--- src/rtl/uart_tx_ctrl.sv ---
// uart_tx_ctrl: UART transmitter with a one-entry holding register in front
// of the shift register, so the next frame can follow the current one directly.
// Define UART_TX_PARITY_EN to add a parity bit between the data and stop bits.
`timescale 1ns/1ps
module uart_tx_ctrl #(
    parameter int DATA_BITS = 8,
    parameter int STOP_BITS = 1,
    parameter int DIV_W     = 16
) (
    input  logic                 clk,
    input  logic                 rst_n,
    input  logic [DIV_W-1:0]     baud_div,
    input  logic [DATA_BITS-1:0] din,
    input  logic                 din_valid,
`ifdef UART_TX_PARITY_EN
    input  logic                 parity_odd,
`endif
    output logic                 din_ready,
    output logic                 tx,
    output logic                 busy,
    output logic                 tx_done
);

    // The bit counter indexes data bits and stop bits, so it must hold DATA_BITS-1.
    localparam int CNT_W = $clog2(DATA_BITS + 1);
    localparam logic [CNT_W-1:0] LAST_DATA = CNT_W'(DATA_BITS - 1);
    localparam logic [CNT_W-1:0] LAST_STOP = CNT_W'(STOP_BITS - 1);

    typedef enum logic [2:0] {
        IDLE,
        START,
        DATA,
`ifdef UART_TX_PARITY_EN
        PARITY,
`endif
        STOP
    } state_t;

    state_t               state_q, state_d;
    logic                 hold_full_q, hold_full_d;
    logic [DATA_BITS-1:0] hold_data_q, hold_data_d;
    logic [DATA_BITS-1:0] shift_q, shift_d;
    logic [DIV_W-1:0]     div_lat_q, div_lat_d;
    logic [DIV_W-1:0]     div_cnt_q, div_cnt_d;
    logic [CNT_W-1:0]     bit_cnt_q, bit_cnt_d;
    logic                 tx_q, tx_d;
    logic                 busy_q, busy_d;
    logic                 tx_done_q, tx_done_d;
`ifdef UART_TX_PARITY_EN
    logic                 parity_q, parity_d;
`endif

    logic accept;
    logic load;
    logic bit_end;

    // Next-state logic: bit timing, frame sequencing, holding register and the
    // registered line outputs, which are derived from the next state so they
    // change on the same edge as the state and never glitch.
    always_comb begin
        state_d     = state_q;
        hold_full_d = hold_full_q;
        hold_data_d = hold_data_q;
        shift_d     = shift_q;
        div_lat_d   = div_lat_q;
        div_cnt_d   = div_cnt_q;
        bit_cnt_d   = bit_cnt_q;
`ifdef UART_TX_PARITY_EN
        parity_d    = parity_q;
`endif
        load        = 1'b0;
        accept      = din_valid && !hold_full_q;
        bit_end     = (div_cnt_q == div_lat_q);

        case (state_q)
            IDLE: begin
                load = hold_full_q;
            end
            START: begin
                if (bit_end) begin
                    state_d   = DATA;
                    div_cnt_d = '0;
                    bit_cnt_d = '0;
                end else begin
                    div_cnt_d = div_cnt_q + DIV_W'(1);
                end
            end
            DATA: begin
                if (bit_end) begin
                    div_cnt_d = '0;
                    shift_d   = shift_q >> 1;
                    if (bit_cnt_q == LAST_DATA) begin
                        bit_cnt_d = '0;
`ifdef UART_TX_PARITY_EN
                        state_d   = PARITY;
`else
                        state_d   = STOP;
`endif
                    end else begin
                        bit_cnt_d = bit_cnt_q + CNT_W'(1);
                    end
                end else begin
                    div_cnt_d = div_cnt_q + DIV_W'(1);
                end
            end
`ifdef UART_TX_PARITY_EN
            PARITY: begin
                if (bit_end) begin
                    div_cnt_d = '0;
                    bit_cnt_d = '0;
                    state_d   = STOP;
                end else begin
                    div_cnt_d = div_cnt_q + DIV_W'(1);
                end
            end
`endif
            STOP: begin
                if (bit_end) begin
                    div_cnt_d = '0;
                    if (bit_cnt_q == LAST_STOP) begin
                        bit_cnt_d = '0;
                        if (hold_full_q) begin
                            load = 1'b1;
                        end else begin
                            state_d = IDLE;
                        end
                    end else begin
                        bit_cnt_d = bit_cnt_q + CNT_W'(1);
                    end
                end else begin
                    div_cnt_d = div_cnt_q + DIV_W'(1);
                end
            end
            default: begin
                state_d = IDLE;
            end
        endcase

        if (load) begin
            state_d     = START;
            shift_d     = hold_data_q;
            div_lat_d   = baud_div;
            div_cnt_d   = '0;
            bit_cnt_d   = '0;
            hold_full_d = 1'b0;
`ifdef UART_TX_PARITY_EN
            parity_d    = (^hold_data_q) ^ parity_odd;
`endif
        end

        if (accept) begin
            hold_full_d = 1'b1;
            hold_data_d = din;
        end

        case (state_d)
            START:   tx_d = 1'b0;
            DATA:    tx_d = shift_d[0];
`ifdef UART_TX_PARITY_EN
            PARITY:  tx_d = parity_d;
`endif
            default: tx_d = 1'b1;
        endcase

        busy_d    = (state_d != IDLE);
        tx_done_d = (state_d == STOP) && (div_cnt_d == div_lat_d) && (bit_cnt_d == LAST_STOP);
    end

    // State and output registers; reset forces an idle line at once.
    always_ff @(posedge clk or negedge rst_n) begin
        if (!rst_n) begin
            state_q     <= IDLE;
            hold_full_q <= 1'b0;
            hold_data_q <= '0;
            shift_q     <= '0;
            div_lat_q   <= '0;
            div_cnt_q   <= '0;
            bit_cnt_q   <= '0;
            tx_q        <= 1'b1;
            busy_q      <= 1'b0;
            tx_done_q   <= 1'b0;
`ifdef UART_TX_PARITY_EN
            parity_q    <= 1'b0;
`endif
        end else begin
            state_q     <= state_d;
            hold_full_q <= hold_full_d;
            hold_data_q <= hold_data_d;
            shift_q     <= shift_d;
            div_lat_q   <= div_lat_d;
            div_cnt_q   <= div_cnt_d;
            bit_cnt_q   <= bit_cnt_d;
            tx_q        <= tx_d;
            busy_q      <= busy_d;
            tx_done_q   <= tx_done_d;
`ifdef UART_TX_PARITY_EN
            parity_q    <= parity_d;
`endif
        end
    end

    assign din_ready = !hold_full_q;
    assign tx        = tx_q;
    assign busy      = busy_q;
    assign tx_done   = tx_done_q;

endmodule

--- config.mk ---
export PLATFORM = sky130hd
export DESIGN_NAME = uart_tx_ctrl
export DESIGN_NICKNAME = d
export VERILOG_FILES = /design/src/rtl/uart_tx_ctrl.sv
export SDC_FILE = /design/constraint.sdc
export NUM_CORES = 1
export LEC_CHECK = 0
export BUFFER_PORTS_ARGS = -buffer_cell sky130_fd_sc_hd__buf_2
export CORE_UTILIZATION = 51
export CTS_CLUSTER_DIAMETER = 50
export DETAILED_ROUTE_END_ITERATION = 8
export HOLD_SLACK_MARGIN = 0.05
export PLACE_DENSITY_LB_ADDON = 0.25
export RECOVER_POWER = 25
export SKIP_CTS_REPAIR_TIMING = 1
export SLEW_MARGIN = 40
export SYNTH_ARGS = -nofsm -noshare
export SYNTH_HDL_FRONTEND = slang
export SYNTH_SLANG_ARGS = --single-unit
--- constraint.sdc ---
create_clock -name clk -period 3.6 [get_ports clk]
set_input_delay 0.36 -clock clk [delete_from_list [all_inputs] [get_ports clk]]
set_output_delay 0.36 -clock clk [all_outputs]
set_load 0.01 [all_outputs]
==> impl_metrics.ini <==
[floorplanning]
die-area_um2 = 6644
core_area_um2 = 6026
rows = 28
io_pins = 31
start_util = 0.5351
die_w_um = 81.51
die_y_um = 81.51

[setup_path]
r2r_end = tx_done$_DFF_PN0_
critPathArrivalTime_ns = 3.29
required_ns = 3.83
startpoint = div_cnt_q[3]$_DFF_PN0_
criticalPathCategory = reg2reg
crit_buf_inv = 0
worstPathCellList = xor2_1 -> nor4_2 -> and4_1 -> a41oi_4 -> mux2_4 -> xor2_1 -> or4_1 -> a2111oi_2
reg2reg_slack_ns = 0.54
crit_family = simple AND/OR/NAND/NOR gates
cp_max_fo = 10
critPathLaunchType = register
r2r_start = div_cnt_q[3]$_DFF_PN0_
cp_slowest_cell = dfrtp_1
critPathMostFrequentCell = xor2_1
reg2reg_depth = 8
cp_slowest_stage_delay_ns = 0.49
end_kind = register

[sta]
min_period_ns = 3.061
rsz0062_at_grt = false
hold_violations = 0
finalSetupViolations = 0
timing.hold.ws_ns = 0.2398
max_freq_mhz = 326.7
tightest_slew_ns = 2.107
setup_slack_ns = 0.5392
tns_ns = 0
post-route-period-util = 0.8502
slew-limit-headroom = -0.4043
final_max_slew_viol_count = 42
skew_ns = 0.005805

[min_path]
whs_path_depth = 2
holdCritStartpoint = din_valid
hold_class = in2reg
hold_end = hold_full_q$_DFFE_PN0P_

[drt]
drc = 0
wl_per_cell_um = 16.36
totalWireLength_um = 6888
antenna_left = 0
drt-vias-per-instance = 5.772
drt_iter0_markers = 112
drt_pass1_iterations = 4
vias = 2430

[clock_tree]
cts_buffer_depth = 2
clkSinkCount = 59
cts_buffers = 9
clock_latency_ns = 0.34
clkTransAtPathRegs_ns = 0.07
cts_root_buf = clkbuf_8
cts_tree = built
clock_tree.htree_level_count = 3

[flow_run]
cap_violations = 1

[grt]
grt-ovfl-total = 0
antenna_found_initial = 0
grt_pass1_vias = 2362
grt_pass1_wl_um = 11400
grt_max_degree = 42
grt_usage = 0.2346

[logic_synthesis]
synth_seq_cells = 59
yosys-top-cells-area = dfrtp_1 (45%), mux2_2 (7.7%), xor2_1 (6.2%)
ys_seq_area_frac = 0.4583
syn_inst = 303
synth_nets = 333
synth-edff-count = 0
async_flop_share = 1.000
synth_common_cells = dfrtp_1 (58), nor2_1 (25), xor2_1 (23)
synth_cell_types = 56
syn_area_um2 = 3224
synth_most_common_cell = dfrtp_1
ys_warn_count = 0
avgSynthCellArea_um2 = 10.64
synth_top_area_share = 0.4501
yosysTopAreaCell = dfrtp_1
synth_ff_type = dfrtp_1

[placed_design]
portBuffers = 30
dp.final_hpwl_um = 5094
place.gp.congestion = 0.9321
post-place-ws_ns = 0.5637

[layout]
diodes = 0
fin_nets = 371
syn_to_final_growth_pct = 13.47
drive_gt1_frac = 0.2486
fillerInstances = 535
multi_input_area_um2 = 1657
seqCellArea_um2 = 1478

[power_and_ir_drop]
ir_drop_uv = 396.8
p_leak_nw = 1.592
combPwrFrac = 0.306
p_seq_frac = 0.452
power.density_nw_per_um2 = 656.9
p_switching_w = 0.0008205
swShare = 0.3414
power_frac_clock = 0.242
p_total_w = 0.002403
internal-power_w = 0.001583

[status]
violations = max-capacitance violations, max-slew violations
status = finished, violations left
==> worst max-delay path by stage <==
stage,cells past startpoint,slack [ns],endpoint
global route,8,0.32,tx_done$_DFF_PN0_
global placement,8,0.67,tx_done$_DFF_PN0_
CTS,8,0.55,tx_done$_DFF_PN0_
detailed placement,8,0.56,tx_done$_DFF_PN0_
finish,8,0.54,tx_done$_DFF_PN0_
floorplan,10,0.96,tx_done$_DFF_PN0_
==> worst reg2reg max path: stages (launching register included) <==
cell	delay, ns
dfrtp_1	0.49
xor2_1	0.20
nor4_2	0.34
and4_1	0.45
a41oi_4	0.32
mux2_4	0.39
xor2_1	0.15
or4_1	0.41
a2111oi_2	0.21
==> stage by stage <==
step                      cells    util  instance area, µm²
after detailed placement    404  0.5741                3460
after CTS                   420  0.6061                3652
after global placement      404  0.5737                3457
final                       421  0.6071                3659
after floorplan             303       -                3224
after global routing        421  0.6071                3659
==> layout by cell type, fill, tap and decap left out, drive strengths merged, types with 3 or more instances in the layout <==
| cell type | instances |
|---|---|
| clkbuf | 10 |
| inv | 9 |
| dfrtp | 58 |
| nor2 | 25 |
| a21oi | 13 |
| mux2i | 4 |
| buf | 35 |
| nand4 | 6 |
| nand3 | 10 |
| ha | 3 |
| xor2 | 23 |
| nand3b | 3 |
| nand2 | 11 |
| o21ai | 7 |
| mux2 | 23 |
| o22ai | 3 |
| nor4 | 9 |
| nand2b | 3 |
| nor3 | 11 |
| nor2b | 13 |
| and2 | 3 |
| clkinv | 4 |
| xnor2 | 16 |
| a221o | 6 |
==> metal layers <==
layer | up-vias | global-route usage | part of all wire
met3 | 19 | 0.05889 | 0.041
li1 | 1170 | - | -
met4 | 0 | 0.1143 | 0.027
met1 | 1183 | 0.3227 | 0.48
met2 | 58 | 0.3442 | 0.45
met5 | - | 0 | 0
==> state kept, by name, indices dropped and copies added (netlist names) <==
signal	flops
bit_cnt_q	4
busy	1
div_cnt_q	16
div_lat_q	16
hold_data_q	8
hold_full_q	1
shift_q	8
state_q	3
tx	1
tx_done	1
==> power by group through the flow <==
stage | Sequential [W] | Combinational [W] | Clock (W)
detailed placement | 0.00109 | 0.000737 | 0
floorplan | 0.00103 | 0.000585 | 0
CTS | 0.00108 | 0.000741 | 0.000596
global route | 0.00112 | 0.000805 | 0.000625
finish | 0.00109 | 0.000736 | 0.000581
global placement | 0.00108 | 0.000720 | 0
==> area by class of cell <==
type | instances | share of cell area
sequential | 59 | 0.4039
timing repair buffer | 37 | 0.05575
clock buffer | 9 | 0.03386
clock inverter | 7 | 0.01881
inverter | 9 | 0.009234
tap | 75 | 0.02565
multi-input combinational | 225 | 0.4528
==> kinds of logic (layout without fill, tap and decap cells) <==
group / Yosys count / count (layout) / synth area share
buf+inv: 19 / 62 / 0.02794
flops: 59 / 59 / 0.4583
compound gates: 50 / 50 / 0.1222
mux: 27 / 27 / 0.09391
fa+ha+maj: 3 / 3 / 0.01164
other cells: 1 / 1 / 0.001163
simple gates: 105 / 105 / 0.1789
xor+xnor: 39 / 39 / 0.1059
Power figures use the tool's default switching activity.
